--- src/rtl/conv_out_pkg.sv ---
// Shared constants, types and the ReLU clamp helper for the conv output writer.
// The clamp is applied only when CONV_OUT_RELU_EN is defined (see conv_out_writer).
package conv_out_pkg;

  localparam int unsigned MAC_OUT_NUM   = 18;
  localparam int unsigned DATA_WIDTH    = 8;
  localparam int unsigned CH_PER_BEAT   = 6;
  localparam int unsigned FIFO_DEPTH    = 4;
  localparam int unsigned ADDR_WIDTH    = 16;

  localparam int unsigned BEATS_PER_VEC = MAC_OUT_NUM / CH_PER_BEAT;
  localparam int unsigned BEAT_IDX_W    = (BEATS_PER_VEC > 1) ? $clog2(BEATS_PER_VEC) : 1;
  localparam int unsigned VEC_W         = MAC_OUT_NUM * DATA_WIDTH;
  localparam int unsigned BEAT_W        = CH_PER_BEAT * DATA_WIDTH;
  localparam int unsigned PTR_W         = $clog2(FIFO_DEPTH);
  localparam int unsigned CNT_W         = PTR_W + 1;

  typedef logic [VEC_W-1:0]      vec_t;
  typedef logic [BEAT_W-1:0]     beat_t;
  typedef logic [BEAT_IDX_W-1:0] beat_idx_t;
  typedef logic [ADDR_WIDTH-1:0] addr_t;

  localparam beat_idx_t LAST_BEAT = beat_idx_t'(BEATS_PER_VEC - 1);

  // Negative channels become zero, non-negative channels pass unchanged.
  function automatic vec_t relu_vec(input vec_t v);
    vec_t r;
    r = v;
    for (int unsigned c = 0; c < MAC_OUT_NUM; c++) begin
      if (v[c*DATA_WIDTH + DATA_WIDTH - 1]) r[c*DATA_WIDTH +: DATA_WIDTH] = '0;
    end
    return r;
  endfunction

endpackage

--- src/rtl/conv_out_fifo.sv ---
// Synchronous result-vector FIFO; a push into a full FIFO succeeds when a pop
// happens in the same cycle. flush_i empties it like a reset.
module conv_out_fifo
  import conv_out_pkg::*;
(
  input  logic clk,
  input  logic rst_i,
  input  logic flush_i,
  input  logic push_i,
  input  logic pop_i,
  input  vec_t din_i,
  output vec_t dout_o,
  output logic full_o,
  output logic empty_o
);

  vec_t             mem_q [FIFO_DEPTH];
  logic [PTR_W-1:0] wr_ptr_q, rd_ptr_q;
  logic [CNT_W-1:0] count_q;
  logic             do_push, do_pop;

  always_comb begin
    empty_o = (count_q == '0);
    full_o  = (count_q == CNT_W'(FIFO_DEPTH));
    do_pop  = pop_i && !empty_o;
    do_push = push_i && (!full_o || do_pop);
    dout_o  = mem_q[rd_ptr_q];
  end

  always_ff @(posedge clk) begin
    if (do_push && !flush_i) mem_q[wr_ptr_q] <= din_i;
  end

  always_ff @(posedge clk) begin
    if (rst_i || flush_i) begin
      wr_ptr_q <= '0;
      rd_ptr_q <= '0;
      count_q  <= '0;
    end else begin
      if (do_push) wr_ptr_q <= wr_ptr_q + 1'b1;
      if (do_pop)  rd_ptr_q <= rd_ptr_q + 1'b1;
      count_q <= count_q + CNT_W'(do_push) - CNT_W'(do_pop);
    end
  end

endmodule

--- src/rtl/conv_out_writer.sv ---
// Captures conv result vectors, buffers them and writes them out as beats with
// per-frame sequential addresses. Define CONV_OUT_RELU_EN to clamp negatives at push.
module conv_out_writer
  import conv_out_pkg::*;
(
  input  logic                  clk,
  input  logic                  rst,
  input  logic                  frame_start,
  input  logic [ADDR_WIDTH-1:0] base_addr,
  input  logic [ADDR_WIDTH-1:0] frame_beats,
  input  logic [VEC_W-1:0]      vec_in,
  input  logic                  vec_valid_in,
  output logic [BEAT_W-1:0]     wr_data,
  output logic [ADDR_WIDTH-1:0] wr_addr,
  output logic                  wr_valid,
  input  logic                  wr_ready,
  output logic                  wr_last,
  output logic                  frame_done,
  output logic                  overflow
);

  vec_t      push_data, head;
  logic      fifo_full, fifo_empty;
  logic      accept, pop, push_req, push;
  addr_t     last_cnt;
  beat_idx_t beat_q, beat_d;
  addr_t     addr_q, addr_d, base_q, base_d, fbeats_q, fbeats_d, cnt_q, cnt_d;
  logic      done_q, done_d, ovf_q, ovf_d;

`ifdef CONV_OUT_RELU_EN
  assign push_data = relu_vec(vec_in);
`else
  assign push_data = vec_in;
`endif

  conv_out_fifo u_fifo (
    .clk     (clk),
    .rst_i   (rst),
    .flush_i (frame_start),
    .push_i  (push),
    .pop_i   (pop),
    .din_i   (push_data),
    .dout_o  (head),
    .full_o  (fifo_full),
    .empty_o (fifo_empty)
  );

  always_comb begin
    wr_valid = !fifo_empty;
    accept   = wr_valid && wr_ready;
    pop      = accept && (beat_q == LAST_BEAT);
    push_req = vec_valid_in && !frame_start;
    push     = push_req && (!fifo_full || pop);
    last_cnt = fbeats_q - ADDR_WIDTH'(1);
    wr_last  = wr_valid && (cnt_q == last_cnt);
    wr_addr  = addr_q;

    wr_data = '0;
    for (int unsigned b = 0; b < BEATS_PER_VEC; b++) begin
      if (wr_valid && beat_q == beat_idx_t'(b)) wr_data = head[b*BEAT_W +: BEAT_W];
    end

    beat_d   = beat_q;
    addr_d   = addr_q;
    base_d   = base_q;
    fbeats_d = fbeats_q;
    cnt_d    = cnt_q;
    done_d   = 1'b0;
    ovf_d    = ovf_q;

    if (frame_start) begin
      beat_d   = '0;
      cnt_d    = '0;
      addr_d   = base_addr;
      base_d   = base_addr;
      fbeats_d = frame_beats;
      ovf_d    = 1'b0;
    end else begin
      if (push_req && !push) ovf_d = 1'b1;
      if (accept) begin
        beat_d = (beat_q == LAST_BEAT) ? '0 : beat_q + 1'b1;
        // Frame boundary is independent of vector boundary: restart at base mid-vector.
        if (wr_last) begin
          cnt_d  = '0;
          addr_d = base_q;
          done_d = 1'b1;
        end else begin
          cnt_d  = cnt_q + 1'b1;
          addr_d = addr_q + 1'b1;
        end
      end
    end
  end

  always_ff @(posedge clk) begin
    if (rst) begin
      beat_q   <= '0;
      addr_q   <= '0;
      base_q   <= '0;
      fbeats_q <= '0;
      cnt_q    <= '0;
      done_q   <= 1'b0;
      ovf_q    <= 1'b0;
    end else begin
      beat_q   <= beat_d;
      addr_q   <= addr_d;
      base_q   <= base_d;
      fbeats_q <= fbeats_d;
      cnt_q    <= cnt_d;
      done_q   <= done_d;
      ovf_q    <= ovf_d;
    end
  end

  assign frame_done = done_q;
  assign overflow   = ovf_q;

endmodule

--- config.mk ---
export PLATFORM = sky130hd
export DESIGN_NAME = conv_out_writer
export DESIGN_NICKNAME = d
export VERILOG_FILES = /design/src/rtl/conv_out_pkg.sv /design/src/rtl/conv_out_fifo.sv /design/src/rtl/conv_out_writer.sv
export SDC_FILE = /design/constraint.sdc
export NUM_CORES = 1
export LEC_CHECK = 0
export ABC_AREA = 1
export CORE_ASPECT_RATIO = 0.75
export CORE_MARGIN = 5
export CORE_UTILIZATION = 40
export CTS_BUF_LIST = sky130_fd_sc_hd__clkbuf_2
export DETAILED_ROUTE_END_ITERATION = 7
export GPL_TIMING_DRIVEN = 0
export SYNTH_ARGS = -nofsm -noshare
export SYNTH_HDL_FRONTEND = slang
export SYNTH_SLANG_ARGS = --single-unit
export TNS_END_PERCENT = 20
--- constraint.sdc ---
create_clock -name clk -period 12.15 [get_ports clk]
set_input_delay 2.43 -clock clk [delete_from_list [all_inputs] [get_ports clk]]
set_output_delay 2.43 -clock clk [all_outputs]
set_load 0.05 [all_outputs]
==> out/qor.txt <==
Worst setup SP type: flop
Total track usage: 21.4%
Final total power: 4.22 mW
Post-CTS Setup Inserts: 0
Clock Skew: 0.0933 ns
Most used DFF post-synth: edfxtp_1
Clk Latency, worst-skew pair: 1.34 ns
1st-pass router iterations: 5
Slew Viols, Final: 0
Syn avg cell area: 11.5 um^2
IO buf count: 246
Dpl cells: 3481
Synthesized Nets: 2521
Layout cells sized above 1: 11.7%
Length of routed wiring on met1: 34100 um
Crit-path max FO: 10
Distinct cells, synth: 41
Count leader, synth: edfxtp_1
Routed met3 length: 6450 um
Minimum clock period: 7.59 ns
Final worst slack: 4.56 ns
Max cap viols: 0
DRC marker count from the first detailed-route iteration: 1890
Post-Syn Area: 26700 um^2
Layout Utilization: 48.5%
Avg WL per Cell: 20.9 um
#FFs+latches synth: 653
Clk sink count: 653
Vias: 19733
Leading area contributor after synthesis: edfxtp_1
CTS resizes: 0
PD cells: 131 nW/um^2
Longest Clk Path Bufs: 3
Final setup violation count: 0
Post-synth EDFFs: 576
Commonest cells post-synth: edfxtp_1, nand2_1, o21ai_0, nor2_1, nand3_1
Die span in y: 234 um
Post-route ant nets: 0
Fin. Hold Viols: 0
Seq/Total Area, Yosys: 70.5%
Fin nets: 2954
Post-DP HPWL: 53300 um
Gate Count Post-Synth: 2330
Ys Warns: 0
Syn-to-layout area delta: 20.7%
Via density: 5.24
RSZ-0062 raised after global routing: no
Wirelength, routed: 78800 um
Post-synth ARST share: 0%
Multi-input logic area: 6850 um^2
H-tree depth: 4
Max stage delay on crit path: 0.90 ns
Drt drc: 0
Placement Setup Slack: 5.84 ns
Vias in the first global route: 19125
Worst-path clk slew: 0.09 ns
Max layer used: met5
FILL cells: 6035
Crit-path cells: nor2_1, nand2_1, inv_1, nor3_1, clkbuf_1, clkbuf_1, nand2_1, nand3_1, clkdlybuf4s50_1
WL met2: 36900 um
Worst min path class: reg -> reg
Crit Path Category: reg -> out
Die footprint: 72200 um^2
Slew margin rel.: 20.3%
CP Data Required Time: 9.72 ns
Final RePlAce weighted congestion: 0.868
Cts bufs inserted: 162
Pin count of the biggest net entering global routing: 28
Core area: 66500 um^2
Dpl cell area: 30800 um^2
CP Capture Type: output pin
Final instance area: 32300 um^2
Io pins: 249
Run status: completed
Worst VDD drop: 77.2 uV
Register area: 18800 um^2
Achievable Freq: 132 MHz
CTS tree: done
Die width: 309 um
Global-route wire length before repair: 116000 um
Overflow after GRT: 0
CP Data Arrival Time: 5.16 ns
Ranking of synthesized cells by area: edfxtp_1, dfxtp_1, o21ai_0
Area share of the largest cell type after synthesis: 64.7%
Initial antenna violation count: 15
Worst slew pin tran: 1.19 ns
P_leak: 11.4 nW
Clock root cell: clkbuf_2
Final period util: 62.5%
CTS hold repair buffers: 0
Critical-path top delay cell: nor3_1
# rows: 82
Starting Density: 40.2%
Fin cells: 3769
## cells by family after synthesis
kind of cell             count (synthesis)  synth area share (%)
AO/OA/AOI/OAI                          491                  9.78
buffers and inverters                  280                  4.02
XOR/XNOR                                30                 0.983
flip-flops                             653                  70.5
AND/OR/NAND/NOR                        866                  14.3
adder cells (fa/ha/maj)                 10                 0.496
## cell usage in the layout (no fill, tap or decap), types with 14 or more instances in the layout
| master | count |
|---|---|
| clkbuf_2 | 217 |
| nand2_2 | 17 |
| edfxtp_1 | 576 |
| dfxtp_1 | 77 |
| o22ai_1 | 97 |
| xor2_1 | 21 |
| buf_12 | 21 |
| nand3_2 | 14 |
| o21ai_0 | 290 |
| a21oi_1 | 93 |
| clkdlybuf4s50_1 | 246 |
| nand2_1 | 338 |
| inv_1 | 147 |
| clkbuf_1 | 118 |
| nand3_1 | 192 |
| clkinv_1 | 37 |
| nor2_1 | 255 |
## worst max-delay path: cells and delay by family (launching register included)
kind	cells	cell delay, ns
buffers and inverters	4	2.08
flip-flops	1	0.43
AND/OR/NAND/NOR	5	1.36
## flip-flops by register name, summed over array words and instances (netlist names), named ones only
signal	flops
base_q	16
beat_q	2
cnt_q	16
fbeats_q	16
frame_done	1
overflow	1
u_fifo.count_q	3
u_fifo.mem_q	576
u_fifo.rd_ptr_q	2
u_fifo.wr_ptr_q	2
wr_addr	16
## power by group
group | leakage, nW | total [mW] | switching [mW] | internal (mW)
registers | 5.86 | 2.50 | 0.0193 | 2.48
clock network | 1.06 | 1.44 | 0.883 | 0.555
logic | 4.47 | 0.285 | 0.171 | 0.114
total | 11.4 | 4.22 | 1.07 | 3.15
## area by class of cell
| class | instances | area share (%) |
|---|---|---|
| Antenna cell | 13 | 0.101 |
| Buffer | 131 | 1.60 |
| Clock buffer | 217 | 3.37 |
| Clock inverter | 58 | 1.05 |
| Inverter | 149 | 1.73 |
| Multi-Input combinational cell | 1397 | 21.2 |
| Sequential cell | 653 | 58.4 |
| Tap cell | 882 | 3.42 |
| Timing Repair Buffer | 269 | 9.11 |
## metal layers
layer | GRT usage (%) | vias up
met5 | 0 | -
met4 | 7.43 | 10
met3 | 5.07 | 108
met2 | 33.3 | 791
met1 | 29.8 | 9605
li1 | - | 9219
## final timing paths
check / to / slack [ns] / cells after the start / startpoint
worst max-delay path: wr_data[39] / 4.56 / 9 / u_fifo.count_q[1]
worst min-delay path: flop / 0.46 / 2 / u_fifo.rd_ptr_q[1]
worst max register to register: u_fifo.mem_q[0][39] / 8.54 / 11 / u_fifo.count_q[1]
worst min register to register: flop / 0.46 / 2 / u_fifo.rd_ptr_q[1]
## per-stage QoR
stage	TNS, ns	hold WS (ns)
floorplan	0	0.433
global route	0	0.489
global placement	-1849.81	0.445
finish	0	0.464
detailed placement	0	0.457
CTS	0	0.468
(Power assumes the default switching activity.)
